--- config.mk ---
export PLATFORM = sky130hd
export DESIGN_NAME = lsu_bus_master
export DESIGN_NICKNAME = d
export VERILOG_FILES = /design/src/rtl/lsu_bus_master.sv
export SDC_FILE = /design/constraint.sdc
export NUM_CORES = 1
export LEC_CHECK = 0
export CAP_MARGIN = 20
export CORE_AREA = 2 2 152 110
export CTS_CLUSTER_SIZE = 16
export DETAILED_ROUTE_END_ITERATION = 10
export DIE_AREA = 0 0 154 112
export PLACE_DENSITY = 0.86
export RECOVER_POWER = 50
export SLEW_MARGIN = 0
export SYNTH_ARGS = -nofsm -noshare
export SYNTH_HDL_FRONTEND = slang
export SYNTH_SLANG_ARGS = --single-unit
--- constraint.sdc ---
create_clock -name clk -period 6.7 [get_ports clk]
set_clock_uncertainty 0.2 [all_clocks]
set_input_delay 1.34 -clock clk [delete_from_list [all_inputs] [get_ports clk]]
set_output_delay 1.34 -clock clk [all_outputs]
set_load 0.005 [all_outputs]
--- src/rtl/lsu_bus_master.sv ---
// ---------------------------------------------------------------------------
// lsu_bus_master
//   Load/store unit bus master. Accepts one memory operation at a time from
//   decode, computes the effective address, checks alignment, runs a single
//   request/acknowledge transfer on the memory bus with a timeout, and writes
//   extracted load data back to the register file.
//
// Ports
//   clk, reset_n                 clock, asynchronous active-low reset
//   issue_valid / issue_ready    decode handshake (ready only when idle)
//   flush                        blocks acceptance of the offered operation
//   operation_con, src1_value,
//   src2_value, imm, rd          operation code, base, store data, offset, dest
//   mem_req/we/addr/be/wdata     bus request (word address, byte enables)
//   mem_ack, mem_rdata           bus completion and read data
//   write_req/addr/data          register writeback
//   exc_misaligned, exc_timeout  one-cycle exception pulses
// ---------------------------------------------------------------------------
module lsu_bus_master #(
    parameter int unsigned TIMEOUT_CYCLES = 16,
    parameter logic [5:0]  OP_LB  = 6'd11,
    parameter logic [5:0]  OP_LH  = 6'd12,
    parameter logic [5:0]  OP_LW  = 6'd13,
    parameter logic [5:0]  OP_LBU = 6'd14,
    parameter logic [5:0]  OP_LHU = 6'd15,
    parameter logic [5:0]  OP_SB  = 6'd16,
    parameter logic [5:0]  OP_SH  = 6'd17,
    parameter logic [5:0]  OP_SW  = 6'd18
) (
    input  logic        clk,
    input  logic        reset_n,
    input  logic        issue_valid,
    output logic        issue_ready,
    input  logic        flush,
    input  logic [5:0]  operation_con,
    input  logic [31:0] src1_value,
    input  logic [31:0] src2_value,
    input  logic [31:0] imm,
    input  logic [4:0]  rd,
    output logic        mem_req,
    output logic        mem_we,
    output logic [29:0] mem_addr,
    output logic [3:0]  mem_be,
    output logic [31:0] mem_wdata,
    input  logic        mem_ack,
    input  logic [31:0] mem_rdata,
    output logic        write_req,
    output logic [4:0]  write_addr,
    output logic [31:0] write_data,
    output logic        exc_misaligned,
    output logic        exc_timeout
);

    typedef enum logic [1:0] {IDLE, REQ, WB} state_t;

    localparam int unsigned CW = $clog2(TIMEOUT_CYCLES + 1);
    localparam logic [CW-1:0] CNT_LAST = CW'(TIMEOUT_CYCLES - 1);

    state_t        state_q, state_d;
    logic [CW-1:0] cnt_q, cnt_d;
    logic [5:0]    op_q, op_d;
    logic [4:0]    rd_q, rd_d;
    logic [1:0]    ea_lo_q, ea_lo_d;
    logic          issue_ready_q, issue_ready_d;
    logic          mem_req_q, mem_req_d;
    logic          mem_we_q, mem_we_d;
    logic [29:0]   mem_addr_q, mem_addr_d;
    logic [3:0]    mem_be_q, mem_be_d;
    logic [31:0]   mem_wdata_q, mem_wdata_d;
    logic          write_req_q, write_req_d;
    logic [4:0]    write_addr_q, write_addr_d;
    logic [31:0]   write_data_q, write_data_d;
    logic          exc_mis_q, exc_mis_d;
    logic          exc_to_q, exc_to_d;

    logic [31:0] ea;
    logic        op_byte, op_half, op_word, op_store, op_known, misaligned, accept;
    logic [3:0]  be_new;
    logic [31:0] wdata_new;
    logic [7:0]  ld_byte;
    logic [15:0] ld_half;
    logic [31:0] ld_value;
    logic        pend_load;

    // Decode of the offered operation (current inputs).
    always_comb begin
        ea        = src1_value + imm;
        op_byte   = (operation_con == OP_LB) || (operation_con == OP_LBU) || (operation_con == OP_SB);
        op_half   = (operation_con == OP_LH) || (operation_con == OP_LHU) || (operation_con == OP_SH);
        op_word   = (operation_con == OP_LW) || (operation_con == OP_SW);
        op_store  = (operation_con == OP_SB) || (operation_con == OP_SH) || (operation_con == OP_SW);
        op_known  = op_byte || op_half || op_word;
        misaligned = (op_half && ea[0]) || (op_word && (ea[1:0] != 2'b00));
        accept    = issue_valid && issue_ready_q && !flush && op_known;

        // Loads always enable the whole word; lanes are picked on return.
        be_new    = 4'b1111;
        wdata_new = src2_value;
        if (op_store && op_byte) begin
            be_new    = 4'b0001 << ea[1:0];
            wdata_new = {4{src2_value[7:0]}};
        end else if (op_store && op_half) begin
            be_new    = ea[1] ? 4'b1100 : 4'b0011;
            wdata_new = {2{src2_value[15:0]}};
        end
    end

    // Extraction of the returning load word using the latched address lanes.
    always_comb begin
        case (ea_lo_q)
            2'd0:    ld_byte = mem_rdata[7:0];
            2'd1:    ld_byte = mem_rdata[15:8];
            2'd2:    ld_byte = mem_rdata[23:16];
            default: ld_byte = mem_rdata[31:24];
        endcase
        ld_half = ea_lo_q[1] ? mem_rdata[31:16] : mem_rdata[15:0];
        if (op_q == OP_LB)       ld_value = {{24{ld_byte[7]}}, ld_byte};
        else if (op_q == OP_LBU) ld_value = {24'd0, ld_byte};
        else if (op_q == OP_LH)  ld_value = {{16{ld_half[15]}}, ld_half};
        else if (op_q == OP_LHU) ld_value = {16'd0, ld_half};
        else                     ld_value = mem_rdata;
        pend_load = (op_q == OP_LB) || (op_q == OP_LBU) || (op_q == OP_LH) ||
                    (op_q == OP_LHU) || (op_q == OP_LW);
    end

    // Next-state logic.
    always_comb begin
        // NOTE: every target gets a hold/default value first so no path through the case infers a latch.
        state_d      = state_q;
        cnt_d        = cnt_q;
        op_d         = op_q;
        rd_d         = rd_q;
        ea_lo_d      = ea_lo_q;
        mem_req_d    = mem_req_q;
        mem_we_d     = mem_we_q;
        mem_addr_d   = mem_addr_q;
        mem_be_d     = mem_be_q;
        mem_wdata_d  = mem_wdata_q;
        write_addr_d = write_addr_q;
        write_data_d = write_data_q;
        write_req_d  = 1'b0;
        exc_mis_d    = 1'b0;
        exc_to_d     = 1'b0;

        case (state_q)
            IDLE: begin
                if (accept) begin
                    if (misaligned) begin
                        exc_mis_d = 1'b1;
                    end else begin
                        state_d     = REQ;
                        cnt_d       = '0;
                        op_d        = operation_con;
                        rd_d        = rd;
                        ea_lo_d     = ea[1:0];
                        mem_req_d   = 1'b1;
                        mem_we_d    = op_store;
                        mem_addr_d  = ea[31:2];
                        mem_be_d    = be_new;
                        mem_wdata_d = wdata_new;
                    end
                end
            end
            REQ: begin
                // An ack in the final counted cycle takes priority over the timeout.
                if (mem_ack) begin
                    mem_req_d = 1'b0;
                    if (pend_load) begin
                        state_d = WB;
                        if (rd_q != 5'd0) begin
                            write_req_d  = 1'b1;
                            write_addr_d = rd_q;
                            write_data_d = ld_value;
                        end
                    end else begin
                        state_d = IDLE;
                    end
                end else if (cnt_q == CNT_LAST) begin
                    mem_req_d = 1'b0;
                    exc_to_d  = 1'b1;
                    state_d   = IDLE;
                end else begin
                    cnt_d = cnt_q + 1'b1;
                end
            end
            WB:      state_d = IDLE;
            default: state_d = IDLE;
        endcase

        issue_ready_d = (state_d == IDLE);
    end

    // NOTE: all state is updated with non-blocking assignments so every flop samples pre-edge values.
    always_ff @(posedge clk or negedge reset_n) begin
        if (!reset_n) begin
            state_q       <= IDLE;
            cnt_q         <= '0;
            op_q          <= '0;
            rd_q          <= '0;
            ea_lo_q       <= '0;
            issue_ready_q <= 1'b1;
            mem_req_q     <= 1'b0;
            mem_we_q      <= 1'b0;
            mem_addr_q    <= '0;
            mem_be_q      <= '0;
            mem_wdata_q   <= '0;
            write_req_q   <= 1'b0;
            write_addr_q  <= '0;
            write_data_q  <= '0;
            exc_mis_q     <= 1'b0;
            exc_to_q      <= 1'b0;
        end else begin
            state_q       <= state_d;
            cnt_q         <= cnt_d;
            op_q          <= op_d;
            rd_q          <= rd_d;
            ea_lo_q       <= ea_lo_d;
            issue_ready_q <= issue_ready_d;
            mem_req_q     <= mem_req_d;
            mem_we_q      <= mem_we_d;
            mem_addr_q    <= mem_addr_d;
            mem_be_q      <= mem_be_d;
            mem_wdata_q   <= mem_wdata_d;
            write_req_q   <= write_req_d;
            write_addr_q  <= write_addr_d;
            write_data_q  <= write_data_d;
            exc_mis_q     <= exc_mis_d;
            exc_to_q      <= exc_to_d;
        end
    end

    assign issue_ready    = issue_ready_q;
    assign mem_req        = mem_req_q;
    assign mem_we         = mem_we_q;
    assign mem_addr       = mem_addr_q;
    assign mem_be         = mem_be_q;
    assign mem_wdata      = mem_wdata_q;
    assign write_req      = write_req_q;
    assign write_addr     = write_addr_q;
    assign write_data     = write_data_q;
    assign exc_misaligned = exc_mis_q;
    assign exc_timeout    = exc_to_q;

endmodule

=== Word level (Yosys, flattened, before mapping) ===
Cells that the tools add are included.

* Input port bits: 144
* Bits in registers: 129
* Output and inout bits: 109
* Logic and storage cells: 111

* Multiplexer cells: 37
* Reductions and logical operators: 32
* Bitwise operators: 1
* Add/sub/neg operators: 2
* Equal/unequal tests: 22
* Shifts and indexed selects: 1

{| class="wikitable"
|+ Operator list
! kind !! count
|-
| 32-bit two-way mux || 6
|-
| 6-bit by 4-bit equality test with 1-bit output, second input constant || 10
|-
| 32-bit adder || 1
|-
| 8-bit case mux with 3 select lines || 1
|-
| 5-bit two-way mux || 4
|-
| 6-bit by 5-bit equality test with 1-bit output, second input constant || 3
|-
| 16-bit two-way mux || 1
|-
| 1-bit logical OR || 14
|-
| 1-bit two-way mux || 14
|-
| 4-bit two-way mux || 3
|-
| 2-bit two-way mux || 5
|-
| 5-bit case mux with 2 select lines || 1
|-
| 2-bit inequality test, second input constant || 4
|-
| 4-bit AND reduction || 2
|-
| 1-bit logical AND || 7
|-
| 2-bit zero test || 3
|-
| 5-bit by 1-bit adder with 5-bit output, second input constant || 1
|-
| 5-bit by 4-bit equality test with 1-bit output, second input constant || 1
|-
| 5-bit AND reduction || 1
|-
| 5-bit nonzero test || 1
|-
| 2-bit by 1-bit equality test with 1-bit output, second input constant || 2
|-
| 2-bit case mux with 2 select lines || 1
|-
| 2-bit nonzero test || 2
|-
| 1-bit by 2-bit left shift with 4-bit output, first input constant || 1
|-
| 6 further kinds || 6
|}

=== Longest topological paths before layout ===
Gate-level depths: netlist (run 1).

* Word-level depth: 9
* Depth in mapped cells: 10
* Gate-level depth less buffers: 10

=== Least setup slack after synthesis (run 1) ===
Ideal clock, no wire load.

* Path kind: in2reg
* Start point: input src1_value[0]
* End point: register mem_addr_q[21] (netlist: mem_addr[21])
* Arrival time: 3.290 ns
* Required time: 6.432 ns
* Path slack: 3.141 ns
* Cell stages on the path: 9
* Library setup time: 0.068 ns
* Buffers on the path: 2
* Path through: ha_1 -> inv_1 -> fa_1 -> o2111ai_2 -> or3_1 -> buf_4 -> buf_6 -> a2111o_1 -> nand3_1

* Cells in the longest elaborated chain, start to end: 6
* Elaborated cells on any way between the ends: 7
* Classes of those cells: add/sub: 1; bitwise: 1; reduce/logical: 5

{| class="wikitable"
|+ Ends and longest elaborated chain
! item !! line !! text
|-
| start: declaration || 36 || <nowiki>input logic [31:0] src1_value,</nowiki>
|-
| 32-bit adder (*) || 87 || <nowiki>ea = src1_value + imm;</nowiki>
|-
| 2-bit nonzero test || 93 || <nowiki>misaligned = (op_half && ea[0]) || (op_word && (ea[1:0] != 2'b00));</nowiki>
|-
| 1-bit logical AND || 93 ||
|-
| 1-bit logical OR || 93 ||
|-
| 1-bit NOT (no line) || -- ||
|-
| 3-bit AND reduction (no line) || -- ||
|-
| end signal: assignment || 221 || <nowiki>mem_addr_q <= mem_addr_d;</nowiki>
|-
| end: declaration || 67 || <nowiki>logic [29:0] mem_addr_q, mem_addr_d;</nowiki>
|}

Every way passes the cells marked *; elsewhere a longest branch is shown, timed or not.
A chain may end at the register's enable or synchronous reset.

=== Worst setup path after layout (run 1) ===
* Start point: register rd_q[0]
* End point: register write_data_q[20] (netlist: write_data[20])

* Cells in the longest elaborated chain, start to end: 2

{| class="wikitable"
|+ Ends and longest elaborated chain
! item !! line !! text
|-
| start: declaration || 62 || <nowiki>logic [4:0] rd_q, rd_d;</nowiki>
|-
| start signal: assignment || 216 || <nowiki>rd_q <= rd_d;</nowiki>
|-
| 5-bit nonzero test || 170 || <nowiki>if (rd_q != 5'd0) begin</nowiki>
|-
| 4-bit AND reduction (no line) || -- ||
|-
| end signal: assignment || 226 || <nowiki>write_data_q <= write_data_d;</nowiki>
|-
| end: declaration || 72 || <nowiki>logic [31:0] write_data_q, write_data_d;</nowiki>
|}

No other way between the ends.

==> impl_metrics.tcl, run 1 <==
set metrics [dict create \
    status "finished, violations left" \
    violations "capacitance limit, slew limit" \
    drive_above_1_share_pct 5.37 \
    drt_iter0_drc 686 \
    yosysWarnings 0 \
    synth.area.top_cells "dfrtp_1 (41%), nand2_1 (8.3%), o21ai_0 (6.7%), ha_1 (5.3%), a21oi_1 (4.8%)" \
    routed-via-count 7607 \
    crit_required_ns 6.81 \
    num-nets-final 1283 \
    yosys-top-cells-count "nand2_1 (172), dfrtp_1 (128), o21ai_0 (104), a21oi_1 (74), nor2_1 (59)" \
    place_hpwl_um 17900 \
    crit_path_max_fanout 25 \
    antenna_found_initial 0 \
    die_y_um 112 \
    max_slew_margin_pct -127 \
    setup_viol 0 \
    post_cts_buffers 0 \
    setup_tns_ns 0 \
    viasPerCell 5.75 \
    clk_pin_slew_ns 0.06 \
    h-tree-depth 4 \
    startpoint_type "flop" \
    clockBufferDepth 2 \
    placed_cells 1291 \
    ys_async_sr_fraction_pct 100 \
    synth.most_common_cell "nand2_1" \
    power_frac_comb_pct 30.3 \
    worst_setup_path_end_kind "flop" \
    cts_inserted_buffers 17 \
    grt_pass1_wl_um 38400 \
    synthFlopType "dfrtp_1" \
    totalWireLength_um 23800 \
    slew_viol_final 88 \
    p_leak_uw 0.00490 \
    synthCells 881 \
    start_util_pct 48.8 \
    syn-cell-area_um2 7740 \
    final_core_util_pct 69.0 \
    fin_cells 1323 \
    root_buffer "clkbuf_16" \
    synth_top_area_cell "dfrtp_1" \
    hp-class "flop to flop" \
    p_seq_share_pct 36.6 \
    switching_share_pct 30.6 \
    firstDrtPassIters 7 \
    layout_min_cycle_time_ns 4.82 \
    power_frac_clock_pct 33.1 \
    worst_pin_slew_ns 3.41 \
    yosysSeqAreaShare_pct 41.7 \
    post-route-cell-area_um2 10900 \
    area_growth_pct 41.3 \
    fin_crit_sh_pct 72.0 \
    drv_cap 2 \
    fin_ws_ns 1.88 \
    nFillCells 1250 \
    p_sw_uw 910 \
    antenna_cells 0 \
    place_congestion 0.962 \
    dp_slack_ns 1.91 \
    place_area_um2 10300 \
    globalRouteTotalUtil_pct 28.2 \
    gr-total-overflow 0 \
    syn_nets 1059 \
    ant_nets 0 \
    timing.fmax_ghz 0.207 \
    dieArea_um2 17200 \
    rsz0062_at_grt "false" \
    cts_hold_buf 0 \
    grt_max_degree 95 \
    p_per_area_nw_per_um2 272 \
    finalHoldViolCount 0 \
    syn-mean-instance-area_um2 8.79 \
    tritoncts "yes" \
    die_w_um 154 \
    synth-seq-cells 129 \
    ir_worst_vdd_mv 0.177 \
    core-area_um2 15900 \
    cts_resized 0 \
    drcViolationCount 0 \
    synth_edf_count 0 \
    placementRows 39 \
    pin_count 253 \
    wl_per_cell_um 18.0 \
    p_int_uw 2060 \
    io_buffers 252 \
    critical_path_class "flop to flop" \
    crit_arrival_ns 4.93 \
    netlist.area_leader.share_pct 41.4 \
    synth_cell_type_count 70 \
    cts_sinks 129 \
    clkLatencyLatePin_ns 0.42 \
    grt_pass1_vias 7264 \
]
layout by cell type (no fill, tap or decap), types with 15 or more instances in the layout:
master,Yosys,routed
a21oi_1,74,74
a31oi_1,16,16
clkbuf_16,0,17
clkdlybuf4s50_1,0,202
dfrtp_1,128,128
dlygate4sd3_1,0,49
ha_1,33,33
mux2i_1,36,36
nand2_1,172,172
nand3_1,18,18
nor2_1,59,60
o21a_1,29,29
o21ai_0,104,105
xor2_1,15,15
per-stage QoR:
| stage | power [uW] | hold slack, ns |
|---|---|---|
| after global placement | 1990 | 0.253 |
| after detailed placement | 2020 | 0.269 |
| final | 2970 | 0.275 |
| after floorplan | 1470 | 0.252 |
| after CTS | 3010 | 0.284 |
| after global routing | 3120 | 0.302 |
final timing paths:
check	from	end	slack (ns)	cells past startpoint
min in group asynchronous	reset_n	write_addr[0]	1.86	1
max reg2reg	rd_q[0]	write_data[20]	1.88	4
max in group asynchronous	reset_n	mem_wdata[4]	2.22	2
min	mem_be[0]	mem_be[0]	0.28	2
max	rd_q[0]	write_data[20]	1.88	4
min reg2reg	mem_be[0]	mem_be[0]	0.28	2
cells by family after synthesis:
logic type	after synthesis	share of synthesized area, %
AND/OR/NAND/NOR	309	17.7
buffers and inverters	63	3.54
flip-flops	129	41.7
XOR/XNOR	27	3.05
AO/OA/AOI/OAI	275	21.4
adder cells (fa/ha/maj)	34	5.59
multiplexers	44	6.98
worst max-delay path, stage by stage (launching register included):
cell and delay (ns):
dfrtp_1 0.40, or4_1 0.52, o21ai_0 1.71, clkinv_1 1.40, o21a_1 0.47
power groups by stage:
stage / sequential, uW / clock (uW) / combinational [uW]
final: 1090 / 982 / 902
after floorplan: 1080 / 0 / 388
after global routing: 1110 / 1030 / 981
after CTS: 1090 / 996 / 926
after global placement: 1090 / 0 / 898
after detailed placement: 1100 / 0 / 922
area by class of cell:
| type | count | area [um2] | area share, % |
|---|---|---|---|
| repair buffers | 256 | 2550 | 23.3 |
| multi-input cells | 689 | 4240 | 38.8 |
| well taps | 205 | 256 | 2.34 |
| inverters | 12 | 45.0 | 0.412 |
| clock buffers | 17 | 425 | 3.89 |
| flip-flops and latches | 129 | 3230 | 29.5 |
| clock inverters | 15 | 194 | 1.77 |
metal layers:
metal | track usage (%) | wire [um] | share of wire (%)
met2 | 42.2 | 10400 | 44
met3 | 5.33 | 1800 | 7.6
met5 | 0 | 0 | 0
met4 | 10.0 | 675 | 2.8
met1 | 40.9 | 10900 | 46
registers in the layout, indices dropped and copies added, names as in the netlist, 2 cells and up:
name,count
mem_wdata,32
write_data,32
mem_addr,30
op_q,6
cnt_q,5
rd_q,5
write_addr,5
mem_be,4
ea_lo_q,2
state_q,2
No activity file was read; power rests on OpenSTA's default activity.
==> run 2, diff against run 1 <==
--- a/config.mk
+++ b/config.mk
@@ -6,11 +6,11 @@
 export NUM_CORES = 1
 export LEC_CHECK = 0
 export CAP_MARGIN = 20
-export CORE_AREA = 2 2 152 110
+export CORE_AREA = 2 2 157 113
 export CTS_CLUSTER_SIZE = 16
 export DETAILED_ROUTE_END_ITERATION = 10
-export DIE_AREA = 0 0 154 112
-export PLACE_DENSITY = 0.86
+export DIE_AREA = 0 0 159 115
+export PLACE_DENSITY = 0.81
 export RECOVER_POWER = 50
 export SLEW_MARGIN = 0
 export SYNTH_ARGS = -nofsm -noshare
==> constraint.sdc (replaced) <==
create_clock -name clk -period 4.92 [get_ports clk]
set_clock_uncertainty 0.2 [all_clocks]
set_input_delay 0.984 -clock clk [delete_from_list [all_inputs] [get_ports clk]]
set_output_delay 0.984 -clock clk [all_outputs]
set_load 0.005 [all_outputs]
==> run 2 against run 1 <==
Compared with the run above: the run still ends with capacitance limit, slew limit left; first-iteration DRC count down 21%; hold slack worse by 0.0066 ns; cell count up 2.2%; sequential power up 36%; non-clock buffer count up 4; routed wire length up 1.3%; sequential cell count unchanged; count of clock-buffer cells in the layout up 1; power up 35%; combinational power up 35%; cell area up 0.40%; critical endpoint is now write_data[8]; highest routed layer unchanged.
==> impl_metrics.tcl, run 2 (synthesis gave the netlist of run 1 again) <==
set metrics [dict create \
    crit_required_ns 5.03 \
    cts_sinks 129 \
    totalWireLength_um 24100 \
    clk_pin_slew_ns 0.06 \
    post_cts_buffers 0 \
    tritoncts "yes" \
    worst_pin_slew_ns 2.57 \
    cp_common_cell "o21ai_0" \
    drv_cap 2 \
    crit_buf_inv 2 \
    die_w_um 159 \
    post-route-cell-area_um2 11000 \
    grt_max_degree 104 \
    setup_tns_ns 0 \
    start_util_pct 46.0 \
    slew_viol_final 128 \
    p_leak_uw 0.00492 \
    firstDrtPassIters 5 \
    ir_worst_vdd_mv 0.186 \
    area_growth_pct 41.9 \
    max_stage_delay_ns 0.91 \
    max_slew_margin_pct -71.2 \
    dieArea_um2 18300 \
    cts_resized 0 \
    violations "capacitance limit, slew limit" \
    finalHoldViolCount 0 \
    grt_pass1_vias 7112 \
    p_per_area_nw_per_um2 364 \
    place_congestion 0.965 \
    drt_iter0_drc 544 \
    routed-via-count 7500 \
    root_buffer "clkbuf_16" \
    gr-total-overflow 0 \
    cts_hold_buf 0 \
    p_total_uw 4000 \
    critPathSlowestCell "o21ai_0" \
    final_core_util_pct 65.3 \
    io_buffers 252 \
    core-area_um2 16800 \
    worst_setup_path_end_kind "flop" \
    clkLatencyLatePin_ns 0.41 \
    crit_arrival_ns 4.10 \
    drive_above_1_share_pct 5.71 \
    most-common-layout-cells "clkdlybuf4s50_1 (199), nand2_1 (172), dfrtp_1 (128)" \
    cp_cell_sequence "dlygate4sd3_1 > nand3_1 > nor2_1 > o21ai_0 > a31oi_1 > buf_4 > o21ai_0 > o21a_1" \
    placementRows 40 \
    viasPerCell 5.55 \
    cts_inserted_buffers 17 \
    startpoint_type "input pin" \
    ant_nets 0 \
    rsz0062_at_grt "false" \
    wl_per_cell_um 17.8 \
    mostFrequentLayoutCell "clkdlybuf4s50_1" \
    pin_count 253 \
    nFillCells 1427 \
    fin_cells 1352 \
    placed_cells 1321 \
    crit_path_max_fanout 24 \
    globalRouteTotalUtil_pct 26.5 \
    die_y_um 115 \
    place_hpwl_um 18300 \
    status "finished, violations left" \
    timing.fmax_ghz 0.251 \
    drcViolationCount 0 \
    layout_min_cycle_time_ns 3.99 \
    hp-class "flop to flop" \
    h-tree-depth 4 \
    antenna_found_initial 0 \
    place_area_um2 10400 \
    clockBufferDepth 2 \
    num-nets-final 1287 \
    fin_crit_sh_pct 81.1 \
    antenna_cells 0 \
    setup_viol 0 \
    grt_pass1_wl_um 38500 \
    path_delay_family "compound AO/OA/AOI/OAI gates" \
    critical_path_class "input pin to flop" \
]
==> run 2: cell types whose count changed in the layout (fill, tap and decap cells not counted), sizes merged <==
cell | previous run | this run
inv | 18 | 12
clkinv | 3 | 7
buf | 4 | 7
clkdlybuf4s50 | 202 | 199
dlygate4sd3 | 49 | 52
clkbuf | 18 | 20
==> run 2: final cells by class <==
cell class | instances | area, um2 | share of cell area, %
clock buffers | 18 | 439 | 4.00
clock inverters | 13 | 163 | 1.48
well taps | 231 | 289 | 2.63
multi-input cells | 689 | 4240 | 38.6
inverters | 12 | 45.0 | 0.410
flip-flops and latches | 129 | 3230 | 29.4
repair buffers | 260 | 2570 | 23.4
==> run 2: layer usage <==
| layer | up-vias | part of all wire [%] | GRT usage, % |
|---|---|---|---|
| li1 | 3599 | - | - |
| met1 | 3578 | 47 | 38.6 |
| met2 | 292 | 43 | 39.0 |
| met3 | 31 | 7.9 | 7.36 |
| met4 | 0 | 2.0 | 7.58 |
| met5 | - | 0 | 0 |
==> run 2: final timing paths <==
| path | cells past startpoint | start | slack (ns) | end |
|---|---|---|---|---|
| max in group asynchronous | 2 | reset_n | 1.48 | mem_addr[19] |
| worst max-delay path | 8 | mem_ack | 0.93 | write_data[8] |
| worst min-delay path | 2 | mem_wdata[6] | 0.27 | mem_wdata[6] |
| worst min register to register | 2 | mem_wdata[6] | 0.27 | mem_wdata[6] |
| min in group asynchronous | 1 | reset_n | 1.16 | write_data[5] |
| worst max register to register | 5 | rd_q[0] | 1.19 | write_data[15] |
==> run 2: power breakdown <==
part / internal (uW) / leakage, uW / switching, uW
registers: 1310 / 0.00167 / 174
logic: 687 / 0.00296 / 534
clock network: 808 / 0.000288 / 490
total: 2800 / 0.00492 / 1200
==> run 2: worst register-to-register path, stage by stage, from the launching register on <==
cell	delay, ns
dfrtp_1	0.40
or4_1	0.53
o21ai_0	1.72
clkinv_1	0.23
buf_4	0.32
o21a_1	0.21
==> run 2: per-stage QoR <==
step | hold slack, ns | setup WS [ns]
final | 0.269 | 0.931
after global routing | 0.283 | 0.526
after CTS | 0.277 | 1.07
after detailed placement | 0.262 | 0.620
after global placement | 0.261 | 0.718
after floorplan | 0.252 | 1.72
